===== src/rtl/seq_detector_param.sv =====
`default_nettype none
// ============================================================================
//  Module   : seq_detector_param
//  Purpose  : Programmable LEN-symbol pattern detector over a SYM_W-bit
//             symbol stream. Produces a registered per-match pulse, a
//             clearable sticky flag, a saturating match counter and the
//             current history fill level.
//  Revision : 1.0  initial release
// ============================================================================
module seq_detector_param #(
  parameter int                     SYM_W   = 2,
  parameter int                     LEN     = 3,
  parameter int                     CNT_W   = 8,
  parameter logic [LEN*SYM_W-1:0]   PAT_RST = 6'b111001
) (
  input  logic                         clk,
  input  logic                         reset,
  input  logic                         in_valid,
  input  logic [SYM_W-1:0]             sym,
  input  logic                         cfg_load,
  input  logic [LEN*SYM_W-1:0]         pat_in,
  input  logic                         overlap,
  input  logic                         clr_found,
  output logic                         match,
  output logic                         found,
  output logic [CNT_W-1:0]             match_cnt,
  output logic [$clog2(LEN+1)-1:0]     fill
);

  localparam int                 PW        = LEN * SYM_W;
  localparam int                 FILL_W    = $clog2(LEN + 1);
  localparam logic [FILL_W-1:0]  FILL_FULL = FILL_W'(LEN);
  localparam logic [CNT_W-1:0]   CNT_MAX   = {CNT_W{1'b1}};

  // Slot 0 sits in the LSBs for both pattern and history, so a full history
  // matches when the two packed vectors are equal.
  logic [PW-1:0]      pat_q,   pat_d;
  logic [PW-1:0]      hist_q,  hist_d;
  logic [FILL_W-1:0]  fill_q,  fill_d;
  logic               match_q, match_d;
  logic               found_q, found_d;
  logic [CNT_W-1:0]   cnt_q,   cnt_d;

  logic [PW-1:0]      hist_shift;
  logic [FILL_W-1:0]  fill_inc;
  logic               hit;

  // Next-state computation: shift/compare, overlap handling, flag and counter.
  always_comb begin
    pat_d   = pat_q;
    hist_d  = hist_q;
    fill_d  = fill_q;
    match_d = 1'b0;
    cnt_d   = cnt_q;

    // Oldest symbol (slot 0, LSBs) falls off; the new one enters slot LEN-1.
    hist_shift = {sym, hist_q[PW-1:SYM_W]};
    fill_inc   = (fill_q == FILL_FULL) ? FILL_FULL : fill_q + FILL_W'(1);
    hit        = in_valid && !cfg_load && (fill_inc == FILL_FULL) &&
                 (hist_shift == pat_q);

    if (cfg_load) begin
      // Reprogramming restarts detection; any symbol this cycle is dropped.
      pat_d  = pat_in;
      hist_d = '0;
      fill_d = '0;
    end else if (in_valid) begin
      hist_d  = hist_shift;
      // Non-overlap mode only needs fill cleared: stale history is then
      // ignored until LEN fresh symbols have arrived.
      fill_d  = (hit && !overlap) ? '0 : fill_inc;
      match_d = hit;
    end

    // A new hit takes priority over a simultaneous clear request.
    found_d = hit | (found_q & ~clr_found);

    if (hit && (cnt_q != CNT_MAX)) begin
      cnt_d = cnt_q + CNT_W'(1);
    end
  end

  // State register with synchronous active-high reset.
  always_ff @(posedge clk) begin
    if (reset) begin
      pat_q   <= PAT_RST;
      hist_q  <= '0;
      fill_q  <= '0;
      match_q <= 1'b0;
      found_q <= 1'b0;
      cnt_q   <= '0;
    end else begin
      pat_q   <= pat_d;
      hist_q  <= hist_d;
      fill_q  <= fill_d;
      match_q <= match_d;
      found_q <= found_d;
      cnt_q   <= cnt_d;
    end
  end

  assign match     = match_q;
  assign found     = found_q;
  assign match_cnt = cnt_q;
  assign fill      = fill_q;

endmodule
`default_nettype wire


===== config.mk =====
export PLATFORM = sky130hd
export DESIGN_NAME = seq_detector_param
export DESIGN_NICKNAME = d
export VERILOG_FILES = /design/src/rtl/seq_detector_param.sv
export SDC_FILE = /design/constraint.sdc
export NUM_CORES = 1
export LEC_CHECK = 0
export CAP_MARGIN = 20
export CORE_MARGIN = 4
export CORE_UTILIZATION = 48
export CTS_CLUSTER_SIZE = 25
export DETAILED_ROUTE_END_ITERATION = 12
export PLACE_DENSITY = 0.87
export SLEW_MARGIN = 20
export SYNTH_ARGS = -nofsm -noshare
export SYNTH_HDL_FRONTEND = slang
export SYNTH_SLANG_ARGS = --single-unit

===== constraint.sdc =====
create_clock -name clk -period 2.62 [get_ports clk]
set_input_delay 0.524 -clock clk [delete_from_list [all_inputs] [get_ports clk]]
set_output_delay 0.524 -clock clk [all_outputs]
set_load 0.02 [all_outputs]

==> summary.md <==
| Metric | Value |
|---|---|
| Final setup viols | `0` |
| Required @ worst endpoint | `between 2000 and 3000 ps` |
| Status | `finished clean` |
| Cell variety after synth | `35` |
| NumNets Final | `154` |
| Setup TNS | `0 ps` |
| DRC viols | `0` |
| WL per Instance | `~13 um` |
| Crit start category | `primary input` |
| Number of flops mapped to enable cells by yosys | `0` |
| Post-DP Area | `1369 um^2` |
| Maximum vdd drop | `roughly 0.33 mV` |
| Reg-to-reg critical path startpoint | `hist_q[5]` |
| Fillers | `about 190` |
| Hpwl dp | `between 1500 and 2000 um` |
| DR pass1 iterations | `4` |
| Port-buffer cells | `25` |
| CTS Buffer Depth | `2` |
| Sequential power share | `57.4%` |
| Final hold violation count | `0` |
| Row cnt | `17` |
| Power Internal | `~0.00047 W` |
| Gr usage total | `between 15 and 20%` |
| P_leak | `0.5233 nW` |
| Clk pin slew, worst setup/hold paths | `~120 ps` |
| Most frequent cells in the layout | `25 x clkdlybuf4s50_1, 22 x dfxtp_1, 13 x nor2_1` |
| Sequential-to-total area share from yosys stat | `39.91%` |
| Hold buffers post-CTS | `0` |
| Pwr per Cell Area | `432.7 nW/um^2` |
| Via density | `between 5 and 6` |
| Synth Register Bits | `22` |
| Most common flop cell mapped by yosys | `dfxtp_1` |
| # Post-CTS Setup Buffers | `0` |
| Clk Latency, worst-skew pair | `around 310 ps` |
| Final WL | `2214 um` |
| Antenna violations before repair | `0` |
| Min Tclk post-route | `between 2000 and 2500 ps` |
| Post_cts resized | `0` |
| Worst setup EP type | `flip-flop` |
| Min-delay src | `found` |
| Die H | `between 50 and 60 um` |
| Io pins | `26` |
| Core Area | `between 2000 and 2500 um^2` |
| Logic pwr share | `12.1%` |
| Root Driver | `clkbuf_4` |
| Multi-input gate area | `just over 600 um^2` |
| Gpl congestion | `just under 0.8` |
| Sw Ratio | `approximately a quarter` |
| YS warnings | `0` |
| RSZ-0062 raised after global routing | `no` |
| Area of the die | `3130 um^2` |
| FMAX | `between 400 and 500 MHz` |
| Synthesized cell area | `1104 um^2` |
| Die X-Extent | `55.95 um` |
| Clk pwr share | `30.5%` |
| DR iter-0 viols | `9` |
| Crit path from | `sym[1]` |
| H-tree level count | `1` |
| Vias in the first global route | `~940` |
| Layout cells sized above 1 | `11.59%` |
| Syn nets | `128` |
| CTS tree | `built` |
| First-pass GRT wire length | `~3900 um` |
| Worst Max-Slew Pin Slew | `510.9 ps` |
| Crit path arrival time | `2420 ps` |
| Setup Skew | `2.230 ps` |
| Total gr overflow | `0` |
| Via Count | `921` |
| Period utilisation layout | `84.38%` |
| Max Cap Viol | `0` |
| Fin. max-slew vios | `0` |
| TritonCTS buffer count | `3` |
| Rel. slew slack | `between 60% and 70%` |
| Hold WC Path Type | `reg -> reg` |
| Sink Count | `22` |
| Pin count of the biggest net entering global routing | `14` |
| Ant. Diodes | `0` |
| Antenna viol nets, final | `0` |
| Net Sw Power | `around 0.00014 W` |
| Syn_area_per_cell | `a little under 10 um^2` |
| Finished Cell Area | `between 1000 and 1500 um^2` |
| Area growth from synthesis to layout | `27.32%` |
| Seq. cell area | `roughly 440 um^2` |
| Initial Util | `50.37%` |
| CP Max Fanout | `13` |
| Crit Path Category | `in -> reg` |
| Cells after Synth | `~110` |
| Leading cell type in the layout, fill and taps excluded | `clkdlybuf4s50_1` |
| Async SR Flop Fraction | `0%` |
==> cell type report <==
type / instances / share of cell area, %
multi-input cells: 81 / 43.37
repair buffers: 28 / 19.41
flip-flops and latches: 22 / 31.34
inverters: 3 / 0.8014
clock buffers: 4 / 2.582
well taps: 28 / 2.493
==> per-stage QoR <==
stage	utilization (%)	setup slack, ps	std cells	hold slack (ps)	power [W]
3_3_place_gp	62.48	121.7	162	466.5	0.0004268
3_5_place_dp	62.48	70.38	162	483.3	0.0004302
4_1_cts	64.13	417.1	166	501.8	0.0006187
6_report	64.13	409.2	166	500.9	0.0006080
5_1_grt	64.13	341.5	166	525.4	0.0006397
2_1_floorplan	-	555.1	113	480.3	0.0003981
==> worst paths after layout <==
check	end	slack, ps	cells after the start
max reg2reg	match_cnt[5]	710	4
max	match_cnt[5]	410	5
min	found	500	2
min reg2reg	found	500	2
==> cells by family (layout without fill, tap and decap cells) <==
kind of cell	count (synthesis)	count (layout)	share of synthesized area [%]
XOR/XNOR	6	6	4.762
buffers and inverters	10	35	4.875
AND/OR/NAND/NOR	44	44	25.85
flip-flops	22	22	39.91
adder cells (fa/ha/maj)	1	1	1.134
AO/OA/AOI/OAI	21	21	14.97
multiplexers	9	9	8.503
==> flip-flops by register name (all words and copies together) (netlist names) <==
| register | count |
|---|---|
| found | 1 |
| match_cnt | 8 |
| match | 1 |
| pat_q | 6 |
| fill | 2 |
| hist_q | 4 |
==> metal layers <==
layer | track usage [%] | share of wire [%] | up-vias
met3 | 2.088 | 5.3 | 4
met2 | 29.90 | 54 | 25
met5 | 0 | 0 | -
met4 | 7.119 | 1.4 | 0
met1 | 16.27 | 39 | 431
li1 | - | - | 461
==> power by group through the flow <==
stage | logic [W] | registers (W) | clock network (W)
2_1_floorplan | 0.0000419 | 0.000356 | 0
3_3_place_gp | 0.0000708 | 0.000356 | 0
3_5_place_dp | 0.0000736 | 0.000357 | 0
4_1_cts | 0.0000744 | 0.000349 | 0.000195
5_1_grt | 0.0000803 | 0.000350 | 0.000209
6_report | 0.0000735 | 0.000349 | 0.000186
==> critical path, cell delays in order <==
cell and delay, ps:
clkdlybuf4s50_1 440, xor2_1 190, or4_4 630, nor4b_2 290, mux2_1 340
==> cells in the mapped netlist, types with 3 or more instances <==
cell	instances	area, um^2
o31ai_1	5	37.54
dfxtp_1	22	440.4
xor2_1	6	52.55
nor2_1	13	48.80
nor2b_1	6	37.54
nor3_1	3	15.01
mux2i_1	6	60.06
a21oi_1	7	35.03
inv_1	3	11.26
a211o_1	4	35.03
mux2_1	3	33.78
nand2_1	4	15.01
or4_1	3	22.52
Note: power is estimated with default switching activity, not from simulation.
